===== config.mk =====
export PLATFORM = sky130hd
export DESIGN_NAME = map_bus_host_flat
export DESIGN_NICKNAME = d
export VERILOG_FILES = /design/src/rtl/map_bus_host_if.sv /design/src/rtl/map_bus_host.sv /design/src/flat_wrapper.sv
export SDC_FILE = /design/constraint.sdc
export NUM_CORES = 1
export LEC_CHECK = 0
export CAP_MARGIN = 30
export CELL_PAD_IN_SITES_DETAIL_PLACEMENT = 2
export CELL_PAD_IN_SITES_GLOBAL_PLACEMENT = 2
export CORE_ASPECT_RATIO = 0.9
export CORE_UTILIZATION = 36
export DETAILED_ROUTE_END_ITERATION = 8
export PLACE_DENSITY = 0.82
export SLEW_MARGIN = 20
export SYNTH_ARGS = -nofsm -noshare
export SYNTH_HDL_FRONTEND = slang
export SYNTH_SLANG_ARGS = --single-unit

===== constraint.sdc =====
create_clock -name clk -period 3.3 [get_ports clk]
set_clock_uncertainty 0.15 [all_clocks]
set_input_delay 0.825 -clock clk [delete_from_list [all_inputs] [get_ports clk]]
set_output_delay 0.825 -clock clk [all_outputs]
set_load 0.005 [all_outputs]

===== src/rtl/map_bus_host_if.sv =====
// map_bus: shared bus between the cartridge host block and the selected mapper.
// The host drives the sampled CPU/PPU cycle fields and the mapper config;
// the mapper answers with memory addresses, enables and CIRAM controls.
interface map_bus #(
   parameter int ADDR_BITS = 22
);
   logic [15:0]          cpu_addr;
   logic                 cpu_rw;
   logic [13:0]          ppu_addr;
   logic                 ppu_rd;
   logic                 ppu_wr;
   logic [7:0]           args;
   logic                 prg_oe;
   logic [ADDR_BITS-1:0] prg_addr;
   logic                 chr_ce;
   logic                 chr_oe;
   logic                 chr_we;
   logic [ADDR_BITS-1:0] chr_addr;
   logic                 ciram_ce;
   logic                 ciram_a10;

   modport host (
      output cpu_addr, cpu_rw, ppu_addr, ppu_rd, ppu_wr, args,
      input  prg_oe, prg_addr, chr_ce, chr_oe, chr_we, chr_addr, ciram_ce, ciram_a10
   );

   modport mapper (
      input  cpu_addr, cpu_rw, ppu_addr, ppu_rd, ppu_wr, args,
      output prg_oe, prg_addr, chr_ce, chr_oe, chr_we, chr_addr, ciram_ce, ciram_a10
   );
endinterface


===== src/rtl/map_bus_host.sv =====
// map_bus_host: synchronizes cartridge-edge pins, publishes them on map_bus,
// and converts mapper PRG/CHR decisions into single-beat memory requests.
// Optional feature macro: MAP_BUS_HOST_LATE_CNT_EN enables the late/dropped
// access counter; without it late_cnt is tied to 0.
module map_bus_host #(
   parameter int ADDR_BITS   = 22,
   parameter int SYNC_STAGES = 2
) (
   input  logic                 clk,
   input  logic                 rst_n,
   input  logic                 m2,
   input  logic [15:0]          cpu_addr,
   input  logic                 cpu_rw,
   input  logic [13:0]          ppu_addr,
   input  logic                 ppu_rd_n,
   input  logic                 ppu_wr_n,
   input  logic [7:0]           ppu_din,
   input  logic [7:0]           mapper_args,
   map_bus.host                 bus,
   output logic                 mem_req,
   output logic                 mem_we,
   output logic [ADDR_BITS-1:0] mem_addr,
   output logic [7:0]           mem_wdata,
   input  logic                 mem_ack,
   input  logic [7:0]           mem_rdata,
   output logic [7:0]           cpu_dout,
   output logic                 cpu_doe,
   output logic [7:0]           ppu_dout,
   output logic                 ppu_doe,
   output logic                 ciram_ce,
   output logic                 ciram_a10,
   output logic [7:0]           late_cnt
);
   // All pins share one synchronizer chain so a strobe and its address
   // emerge from the chain on the same cycle.
   localparam int PIN_W = 42;
   localparam logic [PIN_W-1:0] PIN_IDLE = {1'b0, 1'b1, 1'b1, 1'b1, 16'h0000, 14'h0000, 8'h00};

   typedef enum logic {IDLE, ISSUE} state_t;

   logic [PIN_W-1:0]                  pin_vec;
   logic [SYNC_STAGES-1:0][PIN_W-1:0] sync_reg;
   logic [PIN_W-1:0]                  pin_s;
   logic                              m2_s, rw_s, rd_n_s, wr_n_s;
   logic [15:0]                       caddr_s;
   logic [13:0]                       paddr_s;
   logic [7:0]                        din_s;

   logic m2_prev, rd_n_prev, wr_n_prev;
   logic cpu_evt_reg, rd_evt_reg, wr_evt_reg;
   logic dec_cpu_reg, dec_rd_reg, dec_wr_reg;
   logic cpu_req_now, ppu_rd_now, ppu_wr_now, ppu_req_now;

   logic                 cpu_pend_reg, ppu_pend_reg, ppu_pwe_reg, cur_ppu_reg;
   logic [ADDR_BITS-1:0] cpu_paddr_reg, ppu_paddr_reg;
   logic [7:0]           ppu_pdata_reg;

   state_t state_reg, state_next;
   logic   take_ppu, take_cpu, ack_now;

   assign pin_vec = {m2, cpu_rw, ppu_rd_n, ppu_wr_n, cpu_addr, ppu_addr, ppu_din};
   assign pin_s   = sync_reg[SYNC_STAGES-1];
   assign m2_s    = pin_s[41];
   assign rw_s    = pin_s[40];
   assign rd_n_s  = pin_s[39];
   assign wr_n_s  = pin_s[38];
   assign caddr_s = pin_s[37:22];
   assign paddr_s = pin_s[21:8];
   assign din_s   = pin_s[7:0];

   // Synchronizer chain for every pin input.
   always_ff @(posedge clk or negedge rst_n) begin
      if (!rst_n) sync_reg <= {SYNC_STAGES{PIN_IDLE}};
      else        sync_reg <= {sync_reg[SYNC_STAGES-2:0], pin_vec};
   end

   // Edge detection on synchronized strobes, registered as one-cycle events.
   always_ff @(posedge clk or negedge rst_n) begin
      if (!rst_n) begin
         m2_prev     <= 1'b0;
         rd_n_prev   <= 1'b1;
         wr_n_prev   <= 1'b1;
         cpu_evt_reg <= 1'b0;
         rd_evt_reg  <= 1'b0;
         wr_evt_reg  <= 1'b0;
         dec_cpu_reg <= 1'b0;
         dec_rd_reg  <= 1'b0;
         dec_wr_reg  <= 1'b0;
      end else begin
         m2_prev     <= m2_s;
         rd_n_prev   <= rd_n_s;
         wr_n_prev   <= wr_n_s;
         cpu_evt_reg <= m2_s & ~m2_prev;
         rd_evt_reg  <= ~rd_n_s & rd_n_prev;
         wr_evt_reg  <= ~wr_n_s & wr_n_prev;
         dec_cpu_reg <= cpu_evt_reg;
         dec_rd_reg  <= rd_evt_reg;
         dec_wr_reg  <= wr_evt_reg;
      end
   end

   // Bus registers: addresses move only on events, strobe levels always track.
   always_ff @(posedge clk or negedge rst_n) begin
      if (!rst_n) begin
         bus.cpu_addr <= 16'h0000;
         bus.cpu_rw   <= 1'b1;
         bus.ppu_addr <= 14'h0000;
         bus.ppu_rd   <= 1'b1;
         bus.ppu_wr   <= 1'b1;
         bus.args     <= 8'h00;
         ciram_ce     <= 1'b0;
         ciram_a10    <= 1'b0;
      end else begin
         if (cpu_evt_reg) begin
            bus.cpu_addr <= caddr_s;
            bus.cpu_rw   <= rw_s;
         end
         if (rd_evt_reg || wr_evt_reg) bus.ppu_addr <= paddr_s;
         bus.ppu_rd <= rd_n_s;
         bus.ppu_wr <= wr_n_s;
         bus.args   <= mapper_args;
         ciram_ce   <= bus.ciram_ce;
         ciram_a10  <= bus.ciram_a10;
      end
   end

   // The mapper has had one cycle to decode the captured cycle.
   assign cpu_req_now = dec_cpu_reg & bus.prg_oe;
   assign ppu_rd_now  = dec_rd_reg & bus.chr_ce & bus.chr_oe;
   assign ppu_wr_now  = dec_wr_reg & bus.chr_ce & bus.chr_we;
   assign ppu_req_now = ppu_rd_now | ppu_wr_now;

   // Pending requests; a newer decision overwrites a not-yet-issued one.
   always_ff @(posedge clk or negedge rst_n) begin
      if (!rst_n) begin
         cpu_pend_reg  <= 1'b0;
         cpu_paddr_reg <= '0;
         ppu_pend_reg  <= 1'b0;
         ppu_paddr_reg <= '0;
         ppu_pwe_reg   <= 1'b0;
         ppu_pdata_reg <= 8'h00;
      end else begin
         if (cpu_req_now) begin
            cpu_pend_reg  <= 1'b1;
            cpu_paddr_reg <= bus.prg_addr;
         end else if (take_cpu) begin
            cpu_pend_reg <= 1'b0;
         end
         if (ppu_req_now) begin
            ppu_pend_reg  <= 1'b1;
            ppu_paddr_reg <= bus.chr_addr;
            ppu_pwe_reg   <= ppu_wr_now;
            ppu_pdata_reg <= din_s;
         end else if (take_ppu) begin
            ppu_pend_reg <= 1'b0;
         end
      end
   end

   // Request FSM state register.
   always_ff @(posedge clk or negedge rst_n) begin
      if (!rst_n) state_reg <= IDLE;
      else        state_reg <= state_next;
   end

   // Next state and arbitration: PPU beats CPU when both are pending.
   always_comb begin
      state_next = state_reg;
      take_ppu   = 1'b0;
      take_cpu   = 1'b0;
      case (state_reg)
         IDLE: begin
            if (ppu_pend_reg) begin
               state_next = ISSUE;
               take_ppu   = 1'b1;
            end else if (cpu_pend_reg) begin
               state_next = ISSUE;
               take_cpu   = 1'b1;
            end
         end
         ISSUE: if (mem_ack) state_next = IDLE;
         default: state_next = IDLE;
      endcase
   end

   assign mem_req = (state_reg == ISSUE);
   assign ack_now = (state_reg == ISSUE) & mem_ack;

   // Request payload, held stable for the whole ISSUE state.
   always_ff @(posedge clk or negedge rst_n) begin
      if (!rst_n) begin
         mem_we      <= 1'b0;
         mem_addr    <= '0;
         mem_wdata   <= 8'h00;
         cur_ppu_reg <= 1'b0;
      end else if (take_ppu) begin
         mem_we      <= ppu_pwe_reg;
         mem_addr    <= ppu_paddr_reg;
         mem_wdata   <= ppu_pdata_reg;
         cur_ppu_reg <= 1'b1;
      end else if (take_cpu) begin
         mem_we      <= 1'b0;
         mem_addr    <= cpu_paddr_reg;
         mem_wdata   <= 8'h00;
         cur_ppu_reg <= 1'b0;
      end
   end

   // Read return: drive data only while the originating pin cycle is open.
   always_ff @(posedge clk or negedge rst_n) begin
      if (!rst_n) begin
         cpu_dout <= 8'h00;
         cpu_doe  <= 1'b0;
         ppu_dout <= 8'h00;
         ppu_doe  <= 1'b0;
      end else begin
         if (!m2_s)  cpu_doe <= 1'b0;
         if (rd_n_s) ppu_doe <= 1'b0;
         if (ack_now && !mem_we) begin
            if (cur_ppu_reg && !rd_n_s) begin
               ppu_dout <= mem_rdata;
               ppu_doe  <= 1'b1;
            end else if (!cur_ppu_reg && m2_s) begin
               cpu_dout <= mem_rdata;
               cpu_doe  <= 1'b1;
            end
         end
      end
   end

`ifdef MAP_BUS_HOST_LATE_CNT_EN
   logic       ack_late, cpu_overrun, ppu_overrun;
   logic [1:0] late_inc;
   logic [8:0] late_sum;
   logic [7:0] late_reg;

   assign ack_late    = ack_now & ~mem_we & (cur_ppu_reg ? rd_n_s : ~m2_s);
   assign cpu_overrun = cpu_req_now & cpu_pend_reg & ~take_cpu;
   assign ppu_overrun = ppu_req_now & ppu_pend_reg & ~take_ppu;
   assign late_inc    = 2'(ack_late) + 2'(cpu_overrun) + 2'(ppu_overrun);
   assign late_sum    = {1'b0, late_reg} + {7'd0, late_inc};
   assign late_cnt    = late_reg;

   // Saturating count of discarded reads and overwritten requests.
   always_ff @(posedge clk or negedge rst_n) begin
      if (!rst_n)            late_reg <= 8'h00;
      else if (late_sum[8])  late_reg <= 8'hFF;
      else                   late_reg <= late_sum[7:0];
   end
`else
   assign late_cnt = 8'h00;
`endif

endmodule

===== src/flat_wrapper.sv =====
// flat-port wrapper written by rule: the top's interface ports become plain ports
module map_bus_host_flat 
#(
   parameter int ADDR_BITS   = 22,
   parameter int SYNC_STAGES = 2
)
  (clk, rst_n, m2, cpu_addr, cpu_rw, ppu_addr, ppu_rd_n, ppu_wr_n, ppu_din, mapper_args, mem_req, mem_we, mem_addr, mem_wdata, mem_ack, mem_rdata, cpu_dout, cpu_doe, ppu_dout, ppu_doe, ciram_ce, ciram_a10, late_cnt, bus_cpu_addr, bus_cpu_rw, bus_ppu_addr, bus_ppu_rd, bus_ppu_wr, bus_args, bus_prg_oe, bus_prg_addr, bus_chr_ce, bus_chr_oe, bus_chr_we, bus_chr_addr, bus_ciram_ce, bus_ciram_a10);
  map_bus #(.ADDR_BITS(ADDR_BITS)) bus_i ();
  input  logic clk;
  input  logic rst_n;
  input  logic m2;
  input  logic [15:0] cpu_addr;
  input  logic cpu_rw;
  input  logic [13:0] ppu_addr;
  input  logic ppu_rd_n;
  input  logic ppu_wr_n;
  input  logic [7:0] ppu_din;
  input  logic [7:0] mapper_args;
  output logic mem_req;
  output logic mem_we;
  output logic [ADDR_BITS-1:0] mem_addr;
  output logic [7:0] mem_wdata;
  input  logic mem_ack;
  input  logic [7:0] mem_rdata;
  output logic [7:0] cpu_dout;
  output logic cpu_doe;
  output logic [7:0] ppu_dout;
  output logic ppu_doe;
  output logic ciram_ce;
  output logic ciram_a10;
  output logic [7:0] late_cnt;
  output wire logic [$bits(bus_i.cpu_addr)-1:0] bus_cpu_addr;
  output wire logic [$bits(bus_i.cpu_rw)-1:0] bus_cpu_rw;
  output wire logic [$bits(bus_i.ppu_addr)-1:0] bus_ppu_addr;
  output wire logic [$bits(bus_i.ppu_rd)-1:0] bus_ppu_rd;
  output wire logic [$bits(bus_i.ppu_wr)-1:0] bus_ppu_wr;
  output wire logic [$bits(bus_i.args)-1:0] bus_args;
  input wire logic [$bits(bus_i.prg_oe)-1:0] bus_prg_oe;
  input wire logic [$bits(bus_i.prg_addr)-1:0] bus_prg_addr;
  input wire logic [$bits(bus_i.chr_ce)-1:0] bus_chr_ce;
  input wire logic [$bits(bus_i.chr_oe)-1:0] bus_chr_oe;
  input wire logic [$bits(bus_i.chr_we)-1:0] bus_chr_we;
  input wire logic [$bits(bus_i.chr_addr)-1:0] bus_chr_addr;
  input wire logic [$bits(bus_i.ciram_ce)-1:0] bus_ciram_ce;
  input wire logic [$bits(bus_i.ciram_a10)-1:0] bus_ciram_a10;
  assign bus_cpu_addr = bus_i.cpu_addr;
  assign bus_cpu_rw = bus_i.cpu_rw;
  assign bus_ppu_addr = bus_i.ppu_addr;
  assign bus_ppu_rd = bus_i.ppu_rd;
  assign bus_ppu_wr = bus_i.ppu_wr;
  assign bus_args = bus_i.args;
  assign bus_i.prg_oe = bus_prg_oe;
  assign bus_i.prg_addr = bus_prg_addr;
  assign bus_i.chr_ce = bus_chr_ce;
  assign bus_i.chr_oe = bus_chr_oe;
  assign bus_i.chr_we = bus_chr_we;
  assign bus_i.chr_addr = bus_chr_addr;
  assign bus_i.ciram_ce = bus_ciram_ce;
  assign bus_i.ciram_a10 = bus_ciram_a10;
  map_bus_host #(.ADDR_BITS(ADDR_BITS), .SYNC_STAGES(SYNC_STAGES)) u_core (.clk(clk), .rst_n(rst_n), .m2(m2), .cpu_addr(cpu_addr), .cpu_rw(cpu_rw), .ppu_addr(ppu_addr), .ppu_rd_n(ppu_rd_n), .ppu_wr_n(ppu_wr_n), .ppu_din(ppu_din), .mapper_args(mapper_args), .bus(bus_i), .mem_req(mem_req), .mem_we(mem_we), .mem_addr(mem_addr), .mem_wdata(mem_wdata), .mem_ack(mem_ack), .mem_rdata(mem_rdata), .cpu_dout(cpu_dout), .cpu_doe(cpu_doe), .ppu_dout(ppu_dout), .ppu_doe(ppu_doe), .ciram_ce(ciram_ce), .ciram_a10(ciram_a10), .late_cnt(late_cnt));
endmodule

==> impl_metrics.ini, run 1 <==
[outcome]
status = completed

[yosys]
syn_avg_cell_area_um2 = 17.1
synth-simple-area-share_pct = 2.47
yosys_warnings = 0
synth.top_cell.area_share_pct = 72.8
yosys.area.top_type = dfrtp_1
synth_xor_area_share_pct = 0
synth_edf_count = 0
synth_fa_ha_area_share_pct = 0
ys.flop_type = dfrtp_1
synthArstFlopShare_pct = 100
ys_ff_latch = 240
ys_types = 24
synth_cells = 464
synth_compound_area_share_pct = 3.17
yosys-top-cells-area = dfrtp_1, mux2_2, dfstp_2
seq_area_frac_synth_pct = 75.8
synthMuxAreaShare_pct = 16.8
synth_top_family_by_area = multiplexers
netlist_area_um2 = 7940

[worst_setup_path]
start_kind = flip-flop
path_class = reg -> out
max_stage_delay_ps = 570
crit_family = buffers and inverters
critPathMaxFanout = 4
critPathSlowestCell = clkdlybuf4s50_1
crit_arrival_ps = 1630
crit_chain = clkdlybuf4s50_1
worst_setup_path_end_kind = output pin
required_ps = 2320
crit_buf_inv = 1

[sta]
rsz0062_at_grt = no
fmax_mhz = 383
slew_headroom_pct = 37.8
slew_viol_final = 0
hold_viol = 0
tns_ps = 0
setup_viol = 0
period_needed_ps = 2610
worst_slew_pin_slew_ps = 933
min_period_over_period_pct = 79.0

[global_routing]
grt-ovfl-total = 0
grtUsageMet1_pct = 22.6
grt_antenna_before_repair = 1
met2_usage_pct = 36.5
grt_busiest_layer = met2
grt_usage_pct = 20.2
grt_pass1_vias = 5661
met3_usage_pct = 6.62
grt_pass1_wl_um = 33800
grt_max_degree = 91

[detailed_routing]
wirelength_um = 22000
vias = 4647
drtPass1Iterations = 4
viasPerCell = 4.65
wl_per_cell_um = 22.1
drt_iter0_drc = 146
route.detailed.drc = 0
postRouteAntennaNets = 0

[clocking]
root_buffer = clkbuf_16
cts_buffers = 26
clk_latency_ps = 550
cts_setup_buffers = 0
clockBufferDepth = 3
clk_pin_slew_ps = 60
clock-sinks = 240
holdBufCountCts = 0
tritoncts = yes
cts_resized = 0
h-tree-depth = 1

[placed_design]
place_congestion = 0.753
dpl.hpwl_um = 14900
io_buffers = 203

[layout]
nNetsFinal = 799
drive_above_1_share_pct = 24.2
antenna_cells = 0
synthToLayoutAreaGrowth_pct = 41.8
post-route-util_pct = 52.1

[power_and_ir_drop]
finalPower_mw = 8.60
p_leak_nw = 4.85
ir_drop_mv = 0.569
cellPowerDensity_nw_per_um2 = 763

[floorplanning]
num_rows = 51
io_pins = 212
core-area_um2 = 21600
die_y_um = 143
die_x_um = 159
dieArea_um2 = 22700
start_util_pct = 36.7

[worst_hold_path]
hold_path_class = in -> async

[flow_run]
maxCapViolCount = 0
layout make-up:
cell class / count / area (um2)
Sequential cell: 240 / 6020
Fill cell: 1942 / 10400
Multi-Input combinational cell: 205 / 1830
Timing Repair Buffer: 214 / 2180
Inverter: 1 / 3.75
Tap cell: 291 / 364
Clock buffer: 39 / 800
Clock inverter: 9 / 73.8
routing by layer:
metal / vias to the layer above / routed length, um / share of wire (%)
met3: 34 / 1710 / 7.8
met4: 0 / 506 / 2.3
met5: - / 0 / 0
met2: 160 / 11700 / 53
li1: 2018 / - / -
met1: 2435 / 8150 / 37
layout by cell type, fill, tap and decap left out, types with 2 or more instances in the layout:
| master | instances |
|---|---|
| dfrtp_1 | 231 |
| mux2i_1 | 22 |
| dfstp_2 | 9 |
| a22o_1 | 10 |
| a21o_1 | 3 |
| clkbuf_8 | 10 |
| buf_12 | 3 |
| o21ai_0 | 23 |
| buf_4 | 7 |
| clkbuf_16 | 26 |
| clkinv_2 | 7 |
| clkdlybuf4s50_1 | 202 |
| nor4b_4 | 2 |
| nand2_1 | 26 |
| clkbuf_1 | 3 |
| conb_1 | 8 |
| mux2_2 | 99 |
| nor2b_1 | 3 |
| nand2_2 | 2 |
cells in the mapped netlist, types with 2 or more instances:
library cell / count
clkbuf_1: 7
a22o_1: 10
dfstp_2: 9
buf_2: 8
buf_4: 8
o21ai_0: 23
nor2b_1: 3
buf_1: 2
mux2i_1: 22
dfrtp_1: 231
nor4b_4: 2
nand2_1: 27
mux2_2: 99
a21o_1: 3
where the power goes:
group	total (mW)	switching, mW	leakage [nW]	internal (mW)
registers	3.86	0.367	2.85	3.50
clock network	2.88	1.20	0.439	1.68
logic	1.85	0.713	1.56	1.14
per-stage QoR:
step,setup WS [ps],instances,instance area (um2),hold WS [ps]
after floorplan,1260,471,7970,181
after global placement,643,950,10400,183
after detailed placement,553,951,10400,186
after CTS,665,999,11300,136
after global routing,631,999,11300,140
final,692,999,11300,99.0
logic make-up after synthesis:
group / count (synthesis)
buffers and inverters: 26
AO/OA/AOI/OAI: 39
other: 1
AND/OR/NAND/NOR: 37
multiplexers: 121
flip-flops: 240
worst paths after layout:
check	from	to	slack, ps	depth (start not counted)
min reg2reg	u_core.sync_reg[8]	u_core.pin_s[8]	190	0
min	rst_n	u_core.sync_reg[8]	100	1
max reg2reg	u_core.mem_req	u_core.mem_addr[16]	1230	3
max	u_core.mem_we	mem_we	690	1
max in group asynchronous	rst_n	u_core.mem_addr[15]	1980	2
min in group clk	u_core.sync_reg[8]	u_core.pin_s[8]	190	0
No activity file was read; power rests on OpenSTA's default activity.
==> run 2, diff against run 1 <==
Settings changed: CORE_UTILIZATION 36 to 33, PLACE_DENSITY 0.82 to 0.76.
Clock period 3.3 ns to 2.7 ns, I/O delays scaled along.
==> impl_metrics.ini, run 2 (synthesis results as in run 1) <==
[detailed_routing]
route.detailed.drc = 24
wl_per_cell_um = 20.4
vias = 4619
drt_iter0_drc = 186
viasPerCell = 4.57
postRouteAntennaNets = 0
wirelength_um = 20600
drtPass1Iterations = 6

[clocking]
clk_pin_slew_ps = 60
h-tree-depth = 1
clock-sinks = 240
clockBufferDepth = 3
cts_resized = 0
root_buffer = clkbuf_16
clk_latency_ps = 530
cts_buffers = 25
tritoncts = yes

[sta]
slew_headroom_pct = 39.5
setup_viol = 0
hold_viol = 0
period_needed_ps = 2440
fmax_mhz = 410
slew_viol_final = 0
tns_ps = 0
min_period_over_period_pct = 90.3
worst_slew_pin_slew_ps = 908
rsz0062_at_grt = no

[floorplanning]
core-area_um2 = 23500
io_pins = 212
start_util_pct = 33.8
die_x_um = 166
dieArea_um2 = 24700
num_rows = 53
die_y_um = 149

[layout]
antenna_cells = 0
fillCellCount = 2206
layout_commonest_cell = dfrtp_1
regArea_um2 = 6020
nNetsFinal = 800
mostFrequentLayoutCells = dfrtp_1, clkdlybuf4s50_1, mux2_2, nand2_1, clkbuf_16
multiInputGateArea_um2 = 1830
drive_above_1_share_pct = 22.7
synthToLayoutAreaGrowth_pct = 41.3

[power_and_ir_drop]
p_sw_share_pct = 25.8
cellPowerDensity_nw_per_um2 = 917
p_leak_nw = 4.81
combinationalPowerShare_pct = 21.4
finalPower_mw = 10.3
p_int_mw = 7.63
seqPwrFrac_pct = 45.8
ir_drop_mv = 0.456
p_sw_mw = 2.66
p_clk_share_pct = 32.8

[worst_setup_path]
critPathMaxFanout = 2
crit_family = buffers and inverters
critPathSlowestCell = clkdlybuf4s50_1
ff2ff_path_depth = 3
cp.depth = 1
max_stage_delay_ps = 550
crit_arrival_ps = 1610
path_class = reg -> out
crit_buf_inv = 1
worst_setup_path_end_kind = output pin
crit_chain = clkdlybuf4s50_1
required_ps = 1880
start_kind = flip-flop

[global_routing]
grt_pass1_vias = 5659
grt_pass1_wl_um = 31900
grt_antenna_before_repair = 0
grt_max_degree = 76
grt_usage_pct = 17.1
grt-ovfl-total = 0

[flow_run]
maxCapViolCount = 0

[outcome]
status = complete, but fails checks
violations = design-rule violations

[placed_design]
io_buffers = 203
place_congestion = 0.735
dpl.hpwl_um = 14000

[worst_hold_path]
hold_path_class = reg -> reg
hold_depth = 0
run 2: layout make-up:
| type | instances | area share, % |
|---|---|---|
| inverter | 1 | 0.0334 |
| clock buffer | 43 | 6.71 |
| sequential | 240 | 53.6 |
| timing repair buffer | 216 | 19.5 |
| tap | 302 | 3.37 |
| clock inverter | 3 | 0.491 |
| multi-input combinational | 205 | 16.3 |
run 2: worst paths after layout:
kind / from / to / slack [ps]
hold / removal: u_core.sync_reg[32] / u_core.pin_s[32] / 200
min in group asynchronous: rst_n / u_core.ciram_ce / 560
setup / recovery: u_core.rd_n_prev / bus_ppu_rd / 260
hold reg to reg: u_core.sync_reg[32] / u_core.pin_s[32] / 200
max in group asynchronous: rst_n / u_core.cpu_paddr_reg[18] / 1110
setup reg to reg: u_core.mem_req / u_core.mem_addr[7] / 650
run 2: layer usage:
layer | global-route usage (%) | share of wire (%)
met3 | 4.64 | 7.4
met5 | 0 | 0
met2 | 31.5 | 52
met4 | 3.77 | 1.9
met1 | 19.6 | 38
run 2: timing repair:
action / 4_1_cts / 5_1_grt
endpoints found under the hold margin: 48 / 0
endpoints found under the setup margin: 0 / 0
buffers inserted: 0 / 0
hold buffers: 1 / 0
run 2: through the flow:
| stage | util, % | cells | area [um2] | hold WS [ps] | setup WS, ps |
|---|---|---|---|---|---|
| 2_1_floorplan | - | 471 | 7970 | 181 | 806 |
| 3_3_place_gp | 44.3 | 963 | 10400 | 182 | 262 |
| 3_5_place_dp | 44.3 | 963 | 10400 | 187 | 212 |
| 4_1_cts | 47.8 | 1010 | 11200 | 200 | 217 |
| 5_1_grt | 47.8 | 1010 | 11200 | 205 | 214 |
| 6_report | 47.8 | 1010 | 11200 | 198 | 262 |
run 2: power groups by stage:
| stage | logic, mW | registers, mW | clock network, mW |
|---|---|---|---|
| floorplan | 0.828 | 4.67 | 0 |
| global route | 2.41 | 4.79 | 3.61 |
| finish | 2.20 | 4.71 | 3.38 |
| global placement | 2.12 | 4.70 | 0 |
| CTS | 2.26 | 4.73 | 3.48 |
| detailed placement | 2.24 | 4.77 | 0 |
